<file path="config.mk">
export PLATFORM = sky130hd
export DESIGN_NAME = pbuf_loader
export DESIGN_NICKNAME = d
export VERILOG_FILES = /design/src/rtl/pbuf_loader_pkg.sv /design/src/rtl/pbuf_phase_gen.sv /design/src/rtl/pbuf_loader.sv
export SDC_FILE = /design/constraint.sdc
export NUM_CORES = 1
export LEC_CHECK = 0
export BUFFER_PORTS_ARGS = -buffer_cell sky130_fd_sc_hd__buf_2
export CORE_MARGIN = 2
export CORE_UTILIZATION = 54
export CTS_CLUSTER_SIZE = 40
export DETAILED_ROUTE_END_ITERATION = 7
export GPL_TIMING_DRIVEN = 0
export PLACE_DENSITY_LB_ADDON = 0.1
export SYNTH_ARGS = -nofsm -noshare
export SYNTH_HDL_FRONTEND = slang
export SYNTH_SLANG_ARGS = --single-unit
</file>
<file path="constraint.sdc">
create_clock -name clk -period 1.9 [get_ports clk]
set_input_delay 0.19 -clock clk [delete_from_list [all_inputs] [get_ports clk]]
set_output_delay 0.19 -clock clk [all_outputs]
set_load 0.01 [all_outputs]
</file>
<file path="src/rtl/pbuf_loader_pkg.sv">
// Shared definitions for the programming-buffer chain loader.
//   state_t        : loader FSM states (one pass through SETUP..GAP1 per chain bit)
//   DEF_CHAIN_LEN  : default number of configuration bits in the chain
//   DEF_PHASE_CYC  : default clk cycles each programming clock phase is high
//   DEF_GAP_CYC    : default clk cycles both programming clocks are low between phases
package pbuf_loader_pkg;

  typedef enum logic [2:0] {
    IDLE,
    SETUP,
    PH0,
    GAP0,
    PH1,
    GAP1
  } state_t;

  localparam int unsigned DEF_CHAIN_LEN = 6;
  localparam int unsigned DEF_PHASE_CYC = 2;
  localparam int unsigned DEF_GAP_CYC   = 1;

endpackage

</file>
<file path="src/rtl/pbuf_phase_gen.sv">
// Sequencer for the two-phase programming clocks of one load.
// Ports:
//   clk, rst    : block clock, synchronous active-high reset
//   start       : load request, honoured only in IDLE
//   last_bit    : current bit is the final chain bit (from the bit counter)
//   state       : registered FSM state
//   prog_clk0   : registered first-phase clock, high exactly in PH0
//   prog_clk1   : registered second-phase clock, high exactly in PH1
//   setup_next  : the next state is SETUP (used to launch a new data bit)
//   bit_end     : this cycle is the final GAP1 cycle of a bit
module pbuf_phase_gen
  import pbuf_loader_pkg::*;
#(
  parameter int unsigned PHASE_CYC = DEF_PHASE_CYC,
  parameter int unsigned GAP_CYC   = DEF_GAP_CYC
) (
  input  logic   clk,
  input  logic   rst,
  input  logic   start,
  input  logic   last_bit,
  output state_t state,
  output logic   prog_clk0,
  output logic   prog_clk1,
  output logic   setup_next,
  output logic   bit_end
);

  localparam int unsigned MAX_CYC = (PHASE_CYC > GAP_CYC) ? PHASE_CYC : GAP_CYC;
  localparam int unsigned CW      = $clog2(MAX_CYC + 1);

  state_t        state_next;
  logic [CW-1:0] cnt;
  logic [CW-1:0] cnt_next;
  logic          phase_last;
  logic          gap_last;

  assign phase_last = (cnt == CW'(PHASE_CYC - 1));
  assign gap_last   = (cnt == CW'(GAP_CYC - 1));

  always_comb begin
    state_next = state;
    cnt_next   = cnt;
    bit_end    = 1'b0;
    case (state)
      IDLE: begin
        if (start) state_next = SETUP;
      end
      SETUP: begin
        state_next = PH0;
        cnt_next   = '0;
      end
      PH0: begin
        if (phase_last) begin
          state_next = GAP0;
          cnt_next   = '0;
        end else begin
          cnt_next = cnt + CW'(1);
        end
      end
      GAP0: begin
        if (gap_last) begin
          state_next = PH1;
          cnt_next   = '0;
        end else begin
          cnt_next = cnt + CW'(1);
        end
      end
      PH1: begin
        if (phase_last) begin
          state_next = GAP1;
          cnt_next   = '0;
        end else begin
          cnt_next = cnt + CW'(1);
        end
      end
      GAP1: begin
        if (gap_last) begin
          bit_end    = 1'b1;
          cnt_next   = '0;
          state_next = last_bit ? IDLE : SETUP;
        end else begin
          cnt_next = cnt + CW'(1);
        end
      end
      default: begin
        state_next = IDLE;
        cnt_next   = '0;
      end
    endcase
  end

  assign setup_next = (state_next == SETUP);

  // Clocks are decoded from the next state so that they come straight from
  // flops yet line up exactly with the PH0/PH1 state cycles.
  always_ff @(posedge clk) begin
    if (rst) begin
      state     <= IDLE;
      cnt       <= '0;
      prog_clk0 <= 1'b0;
      prog_clk1 <= 1'b0;
    end else begin
      state     <= state_next;
      cnt       <= cnt_next;
      prog_clk0 <= (state_next == PH0);
      prog_clk1 <= (state_next == PH1);
    end
  end

endmodule

</file>
<file path="src/rtl/pbuf_loader.sv">
// Serial loader for a two-phase (master/slave) configuration chain.
// Shifts cfg_word into the chain MSB first while reading the previous chain
// image back from prog_out, which is presented on rb_word when the load ends.
// Ports:
//   clk, rst   : block clock, synchronous active-high reset
//   start      : one-cycle load request (ignored while busy)
//   cfg_word   : image to load, sampled on the accepted start cycle
//   busy       : load in progress
//   done       : one-cycle pulse at load completion
//   rb_word    : chain contents captured during the last completed load
//   prog_in    : serial data to the chain
//   prog_clk0  : master-capture programming clock
//   prog_clk1  : slave-transfer programming clock
//   prog_out   : serial data from the last chain stage
module pbuf_loader
  import pbuf_loader_pkg::*;
#(
  parameter int unsigned CHAIN_LEN = DEF_CHAIN_LEN,
  parameter int unsigned PHASE_CYC = DEF_PHASE_CYC,
  parameter int unsigned GAP_CYC   = DEF_GAP_CYC
) (
  input  logic                 clk,
  input  logic                 rst,
  input  logic                 start,
  input  logic [CHAIN_LEN-1:0] cfg_word,
  output logic                 busy,
  output logic                 done,
  output logic [CHAIN_LEN-1:0] rb_word,
  output logic                 prog_in,
  output logic                 prog_clk0,
  output logic                 prog_clk1,
  input  logic                 prog_out
);

  localparam int unsigned BW = $clog2(CHAIN_LEN + 1);

  state_t               state;
  logic                 setup_next;
  logic                 bit_end;
  logic                 last_bit;
  logic                 accept;
  logic [CHAIN_LEN-1:0] shift_q;
  logic [CHAIN_LEN-1:0] cap_q;
  logic [BW-1:0]        bit_cnt;

  assign accept   = (state == IDLE) && start;
  assign last_bit = (bit_cnt == BW'(CHAIN_LEN - 1));
  assign busy     = (state != IDLE);

  pbuf_phase_gen #(
    .PHASE_CYC (PHASE_CYC),
    .GAP_CYC   (GAP_CYC)
  ) u_phase_gen (
    .clk        (clk),
    .rst        (rst),
    .start      (start),
    .last_bit   (last_bit),
    .state      (state),
    .prog_clk0  (prog_clk0),
    .prog_clk1  (prog_clk1),
    .setup_next (setup_next),
    .bit_end    (bit_end)
  );

  always_ff @(posedge clk) begin
    if (rst) begin
      shift_q <= '0;
      cap_q   <= '0;
      bit_cnt <= '0;
      rb_word <= '0;
      prog_in <= 1'b0;
      done    <= 1'b0;
    end else begin
      done <= 1'b0;
      // The first bit is taken straight from cfg_word so it is on prog_in
      // in the very first SETUP cycle; shift_q holds the remaining bits.
      if (accept) begin
        prog_in <= cfg_word[CHAIN_LEN-1];
        shift_q <= cfg_word << 1;
        bit_cnt <= '0;
      end else if (setup_next) begin
        prog_in <= shift_q[CHAIN_LEN-1];
        shift_q <= shift_q << 1;
      end

      if (state == SETUP) begin
        cap_q <= (cap_q << 1) | CHAIN_LEN'(prog_out);
      end

      if (bit_end) begin
        if (last_bit) begin
          done    <= 1'b1;
          rb_word <= cap_q;
        end else begin
          bit_cnt <= bit_cnt + BW'(1);
        end
      end
    end
  end

endmodule

</file>
# After elaboration in Yosys (flattened, before gate mapping)

Cells that the tools add are included.

Bits in latches: 0
Memories kept: 0
Memory bits (writable): 0
Output and inout bits: 11
Memory bits (read-only): 0
Word-level logic and storage cells: 53
Register bits after elaboration: 29

Div/mod/pow operators: 0
Shift operators: 0
Multiply operators: 0
Equal/unequal tests: 10
Mux-type cells: 20
$lt $le $gt $ge: 0
Add/sub/neg operators: 2
Reductions and logical operators: 9
Bitwise gates (word level): 2

Operator list:

| cell                                                 | number |
|---|---|
| 2-to-1 mux 3 bit                                     | 8 |
| case mux 3 bit (6 select lines)                      | 1 |
| equality test 3 bit (second input constant)          | 4 |
| 2-to-1 mux 6 bit                                     | 2 |
| equality test 3 x 2 -> 1 bit (second input constant) | 3 |
| equality test 3 x 1 -> 1 bit (second input constant) | 2 |
| 2-to-1 mux 1 bit                                     | 6 |
| bitwise OR 6 x 1 -> 6 bit                            | 1 |
| case mux 2 bit (3 select lines)                      | 1 |
| OR reduction 2 bit                                   | 3 |
| 2-to-1 mux 2 bit                                     | 2 |
| adder 3 x 1 -> 3 bit (second input constant)         | 1 |
| zero test 3 bit                                      | 1 |
| nonzero test 3 bit                                   | 1 |
| adder 2 x 1 -> 2 bit (second input constant)         | 1 |
| equality test 2 x 1 -> 1 bit (second input constant) | 1 |
| zero test 2 bit                                      | 1 |
| AND reduction 2 bit                                  | 1 |
| nonzero test 2 bit                                   | 1 |
| logical AND 1 bit                                    | 1 |
| inverter 1 bit                                       | 1 |

# Logic depth before layout (Yosys ltp)

Depth in word-level cells: 7
Depth in mapped cells: 8
Gate-level depth less buffers: 6

# Cells and area by module

From an unflattened synthesis, not the netlist that was laid out.

Cells, all modules: 141
Area total of the unflattened synthesis: 1,391.3 sq um

By module, submodules not included:

| module         | area an instance (sq um) | cells each | instances |
|---|---|---|---|
| pbuf_loader    | 944.7                    | 93         | 1 |
| pbuf_phase_gen | 446.7                    | 48         | 1 |

# Worst setup path before layout

OpenSTA, ideal clock, no wires.

Path type: register -> register
Start point: register u_phase_gen.cnt[0]
End point: register shift_q[3]
Setup time: 0.137 ns
Clock period less this slack: 1.580 ns
Cell stages (with the launch flop): 9
Buffers on the path: 2
Arrival: 1.443 ns
Path slack: 0.320 ns
Path through: dfxtp_1 -> inv_1 -> ha_1 -> nand4b_4 -> nand2b_1 -> buf_2 -> buf_6 -> mux2i_1 -> a211oi_2

Word-level cells in the longest chain between the ends: 5
Elaborated cells between the ends (all ways): 9

RTL lines:

| item                                                                   | RTL line                                   | RTL |
|---|---|---|
| start, declared                                                        | pbuf_phase_gen.sv:32                       | `logic [CW-1:0] cnt;` |
| start signal, assigned                                                 | pbuf_phase_gen.sv:104                      | `cnt <= cnt_next;` |
| equality test 2 x 1 -> 1 bit / zero test 2 bit (equally long branches) | pbuf_phase_gen.sv:37, pbuf_phase_gen.sv:38 |  |
| 2-to-1 mux 3 bit (on tied branches)                                    | --                                         |  |
| case mux 3 bit (6 select lines) *                                      | pbuf_phase_gen.sv:44                       | `case (state)` |
| equality test 3 x 1 -> 1 bit *                                         | pbuf_phase_gen.sv:92                       | `assign setup_next = (state_next == SETUP);` |
| nonzero test 2 bit (no line) *                                         | --                                         |  |
| end signal, assigned                                                   | pbuf_loader.sv:79                          | `shift_q <= cfg_word << 1;` |
| end signal, assigned                                                   | pbuf_loader.sv:83                          | `shift_q <= shift_q << 1;` |
| end, declared                                                          | pbuf_loader.sv:42                          | `logic [CHAIN_LEN-1:0] shift_q;` |

Every way passes the cells marked *; elsewhere a longest branch is shown, timed or not.
A chain may end at the register's enable or synchronous reset.

# Worst setup path in the final report

Start point: register u_phase_gen.cnt[0]
End point: register shift_q[4]

Same word-level chain as after synthesis.

==> metrics.txt <==
# TYPE chip_impl_metric gauge
chip_impl_metric{name="antenna_left",unit=""} 0
chip_impl_metric{name="global_route.usage.total",unit="%"} 17.51
chip_impl_metric{name="multi_input_gate_area_in_the_final_layout",unit="um^2"} 668.1
chip_impl_metric{name="vdd.ir_drop.worst",unit="mV"} 0.5711
chip_impl_metric{name="seqPwrFrac",unit="%"} 51.9
chip_impl_metric{name="hold_viol_final",unit=""} 0
chip_impl_metric{name="static-leakage-power",unit="uW"} 0.0006743
chip_impl_metric{name="cts_setup_buffers",unit=""} 0
chip_impl_metric{name="number_of_cell_rows",unit=""} 18
chip_impl_metric{name="post_cts_resize_count",unit=""} 0
chip_impl_info{name="layout_commonest_cell",value="sky130_fd_sc_hd__dfxtp_1"} 1
chip_impl_metric{name="detail_route.iter0.violations",unit=""} 13
chip_impl_metric{name="timing.max_cap.violations",unit=""} 0
chip_impl_metric{name="numPortBuffers",unit=""} 19
chip_impl_metric{name="slew_viol_final",unit=""} 0
chip_impl_metric{name="final-seq-area",unit="um^2"} 580.6
chip_impl_metric{name="dp.final_hpwl",unit="mm"} 1.641
chip_impl_metric{name="placed_cells",unit=""} 183
chip_impl_metric{name="r2r_slack",unit="ps"} 150
chip_impl_metric{name="drt-wirelength-per-cell",unit="um"} 11.93
chip_impl_info{name="rsz0062_at_grt",value="false"} 1
chip_impl_metric{name="ys_warn_count",unit=""} 0
chip_impl_metric{name="worstMarginPinSlew",unit="ps"} 588.9
chip_impl_metric{name="relSlewSlack",unit="%"} 60.57
chip_impl_metric{name="grt_pass1_vias",unit=""} 797
chip_impl_metric{name="grt_pass1_wl",unit="mm"} 3.539
chip_impl_metric{name="finalNonFillerCells",unit=""} 191
chip_impl_metric{name="powerDensity",unit="nW/um^2"} 810.9
chip_impl_info{name="hold_class",value="in -> reg"} 1
chip_impl_info{name="status",value="finished, final reports clean"} 1
chip_impl_metric{name="layout_filler_cell_count",unit=""} 199
chip_impl_info{name="worst-setup-path-type",value="reg -> reg"} 1
chip_impl_metric{name="netlist_area",unit="um^2"} 1340
chip_impl_metric{name="cts_inserted_buffers",unit=""} 5
chip_impl_metric{name="switching_component_of_the_power",unit="uW"} 317.5
chip_impl_metric{name="worst_r2r_path_depth",unit=""} 8
chip_impl_metric{name="remaining_drc_errors",unit=""} 0
chip_impl_metric{name="post-route-period-util",unit="%"} 92.00
chip_impl_metric{name="numClockSinks",unit=""} 29
chip_impl_metric{name="net_count_final",unit=""} 176
chip_impl_metric{name="detailedRoute.firstPassIterationCount",unit=""} 4
chip_impl_info{name="rr_startpoint",value="u_phase_gen.cnt[0]$_SDFFE_PP0P_"} 1
chip_impl_metric{name="post_cts_hold_buffer_count",unit=""} 0
chip_impl_metric{name="cts_buffer_depth",unit=""} 2
chip_impl_metric{name="grt_start_max_net_pins",unit=""} 11
chip_impl_metric{name="floorplan.die.height",unit="um"} 53.82
chip_impl_metric{name="htree_levels",unit=""} 2
chip_impl_metric{name="antennaDiodeCount",unit=""} 0
chip_impl_metric{name="setup_tns",unit="ps"} 0
chip_impl_metric{name="floorplan.io_pins",unit=""} 21
chip_impl_metric{name="power.clock.fraction",unit="%"} 33.2
chip_impl_metric{name="routabilityCongestion",unit=""} 0.7056
chip_impl_metric{name="synth_cells",unit=""} 134
chip_impl_metric{name="postRouteWirelength",unit="mm"} 2.278
chip_impl_metric{name="cts.reportedPaths.clkPinSlew",unit="ps"} 90
chip_impl_info{name="cts_tree",value="built"} 1
chip_impl_metric{name="area_growth_syn_to_layout",unit="%"} 15.13
chip_impl_metric{name="ys_ff_latch",unit=""} 29
chip_impl_info{name="start_kind",value="flip-flop"} 1
chip_impl_metric{name="ys_types",unit=""} 34
chip_impl_metric{name="worst-endpoint-required",unit="ps"} 2080
chip_impl_metric{name="worstSkewPairLatency",unit="ps"} 310
chip_impl_metric{name="dp_worst_setup_slack",unit="ps"} 142.2
chip_impl_metric{name="globalRoute.totalOverflow",unit=""} 0
chip_impl_info{name="most-common-layout-cells",value="sky130_fd_sc_hd__dfxtp_1, sky130_fd_sc_hd__buf_2, sky130_fd_sc_hd__mux2i_1, sky130_fd_sc_hd__nor2_1, sky130_fd_sc_hd__nand2_1"} 1
chip_impl_metric{name="syn_nets",unit=""} 150
chip_impl_metric{name="netSwitchingFraction",unit="%"} 25.38
chip_impl_metric{name="drive_gt1_share",unit="%"} 26.09
chip_impl_metric{name="floorplan.core_area",unit="um^2"} 2410
chip_impl_metric{name="worst_clock_skew",unit="ps"} 4.433
chip_impl_metric{name="vias_per_cell",unit=""} 5.052
chip_impl_info{name="critical_path.reg2reg.endpoint",value="shift_q[4]$_SDFFE_PP0P_"} 1
chip_impl_metric{name="start_util",unit="%"} 55.61
chip_impl_metric{name="yosysSeqAreaShare",unit="%"} 43.32
chip_impl_metric{name="power_frac_comb",unit="%"} 14.8
chip_impl_metric{name="clock_period_minus_worst_slack",unit="ps"} 1748
chip_impl_metric{name="max_freq",unit="MHz"} 572.1
chip_impl_metric{name="path_max_fanout",unit=""} 10
chip_impl_metric{name="cp.arrival",unit="ps"} 1930
chip_impl_metric{name="avgSynthCellArea",unit="um^2"} 10.00
chip_impl_info{name="cts_root_buf",value="sky130_fd_sc_hd__clkbuf_4"} 1
chip_impl_metric{name="die_w",unit="um"} 53.82
chip_impl_info{name="critPathCaptureType",value="flip-flop"} 1
chip_impl_info{name="hold_path_startpoint",value="cfg_word[0]"} 1
chip_impl_metric{name="antenna_found_initial",unit=""} 0
chip_impl_metric{name="die-area",unit="um^2"} 2896
chip_impl_metric{name="hold_path_stages",unit=""} 3
chip_impl_metric{name="postLayoutSetupSlackWorst",unit="ps"} 152.0
chip_impl_info{name="timing.hold.worst_endpoint",value="shift_q[1]$_SDFFE_PP0P_"} 1
chip_impl_metric{name="p_int",unit="uW"} 933.5
chip_impl_metric{name="report.final.setup_viol",unit=""} 0
chip_impl_metric{name="via_count",unit=""} 965
how the worst max path moves through the flow:
stage	from	end	cells past startpoint
after CTS	u_phase_gen.cnt[0]$_SDFFE_PP0P_	shift_q[4]$_SDFFE_PP0P_	8
after floorplan	u_phase_gen.cnt[0]$_SDFFE_PP0P_	shift_q[3]$_SDFFE_PP0P_	8
after detailed placement	u_phase_gen.cnt[0]$_SDFFE_PP0P_	shift_q[4]$_SDFFE_PP0P_	8
final	u_phase_gen.cnt[0]$_SDFFE_PP0P_	shift_q[4]$_SDFFE_PP0P_	8
after global placement	u_phase_gen.cnt[0]$_SDFFE_PP0P_	shift_q[3]$_SDFFE_PP0P_	8
after global routing	u_phase_gen.cnt[0]$_SDFFE_PP0P_	shift_q[4]$_SDFFE_PP0P_	8
cells in the mapped netlist (all sizes together):
cell | number | area [um^2]
nand3 | 5 | 25.02
o221ai | 1 | 8.760
nor3 | 2 | 10.01
a21oi | 5 | 25.02
nor3b | 1 | 12.51
nand4b | 2 | 32.53
o22ai | 1 | 6.260
or4b | 1 | 13.76
buf | 7 | 65.05
and2 | 1 | 6.260
ha | 6 | 75.07
clkbuf | 3 | 11.26
nor2b | 3 | 18.77
o31ai | 1 | 7.510
a211oi | 5 | 62.56
nor4 | 1 | 6.260
or3 | 2 | 12.51
o21ai | 1 | 5.000
xor2 | 1 | 8.760
a31oi | 1 | 6.260
mux2i | 19 | 190.2
nand2 | 8 | 30.03
inv | 4 | 15.01
dfxtp | 29 | 580.6
nor2 | 20 | 77.58
nand2b | 2 | 12.51
o21a | 1 | 7.510
and2b | 1 | 7.510
per-stage QoR:
stage / power, uW / util [%] / instance area, um^2 / hold slack [ps]
3_5_place_dp: 849.7 / 61.11 / 1473 / 452.1
5_1_grt: 1317 / 64.02 / 1543 / 96.78
6_report: 1251 / 64.02 / 1543 / 112.6
2_1_floorplan: 805.9 / - / 1340 / 330.5
4_1_cts: 1267 / 64.02 / 1543 / 107.1
3_3_place_gp: 843.2 / 61.11 / 1473 / 424.5
kinds of logic (layout without fill, tap and decap cells):
kind of cell	Yosys count	after routing	synth area share [%]
muxes	19	19	14.19
buffers and inverters	14	41	6.815
AOI/OAI and AO/OA	16	16	9.618
adders and majority gates	6	6	5.602
and+or+nand+nor	49	49	19.80
xor gates and xnor gates	1	1	0.6537
DFF	29	29	43.32
area by class of cell:
class | count | share of cell area, %
inverters | 4 | 0.9732
flip-flops and latches | 29 | 37.63
repair buffers | 19 | 6.164
clock buffers | 7 | 4.217
clock inverters | 1 | 0.3244
plain buffers | 10 | 4.947
well taps | 30 | 2.433
multi-input cells | 91 | 43.31
sequential cells by signal, summed over array words and instances (netlist names), 2 cells and up:
register and flops:
bit_cnt 3, cap_q 6, rb_word 6, shift_q 5
u_phase_gen.cnt 2, u_phase_gen.state 3
worst max-delay path, cell delays in order (launching register included):
cell and delay, ps:
sky130_fd_sc_hd__dfxtp_1 380, sky130_fd_sc_hd__inv_1 100, sky130_fd_sc_hd__ha_1 280, sky130_fd_sc_hd__nand4b_4 130, sky130_fd_sc_hd__nand2b_1 100, sky130_fd_sc_hd__buf_2 170
sky130_fd_sc_hd__buf_6 160, sky130_fd_sc_hd__mux2i_1 220, sky130_fd_sc_hd__a211oi_2 90
power groups by stage:
stage                     Sequential, uW  Combinational, uW  Clock, uW
after CTS                            650                186        431
after detailed placement             664                186          0
after floorplan                      663                143          0
after global routing                 653                201        462
after global placement               663                181          0
final                                650                186        416
layer usage:
layer	vias up	track usage, %	wire, um
met5	-	0	0
met4	0	7.692	12
met3	2	6.389	93
met2	16	27.24	1085
met1	438	21.59	1086
li1	509	-	-
No activity file was read; power rests on OpenSTA's default activity.
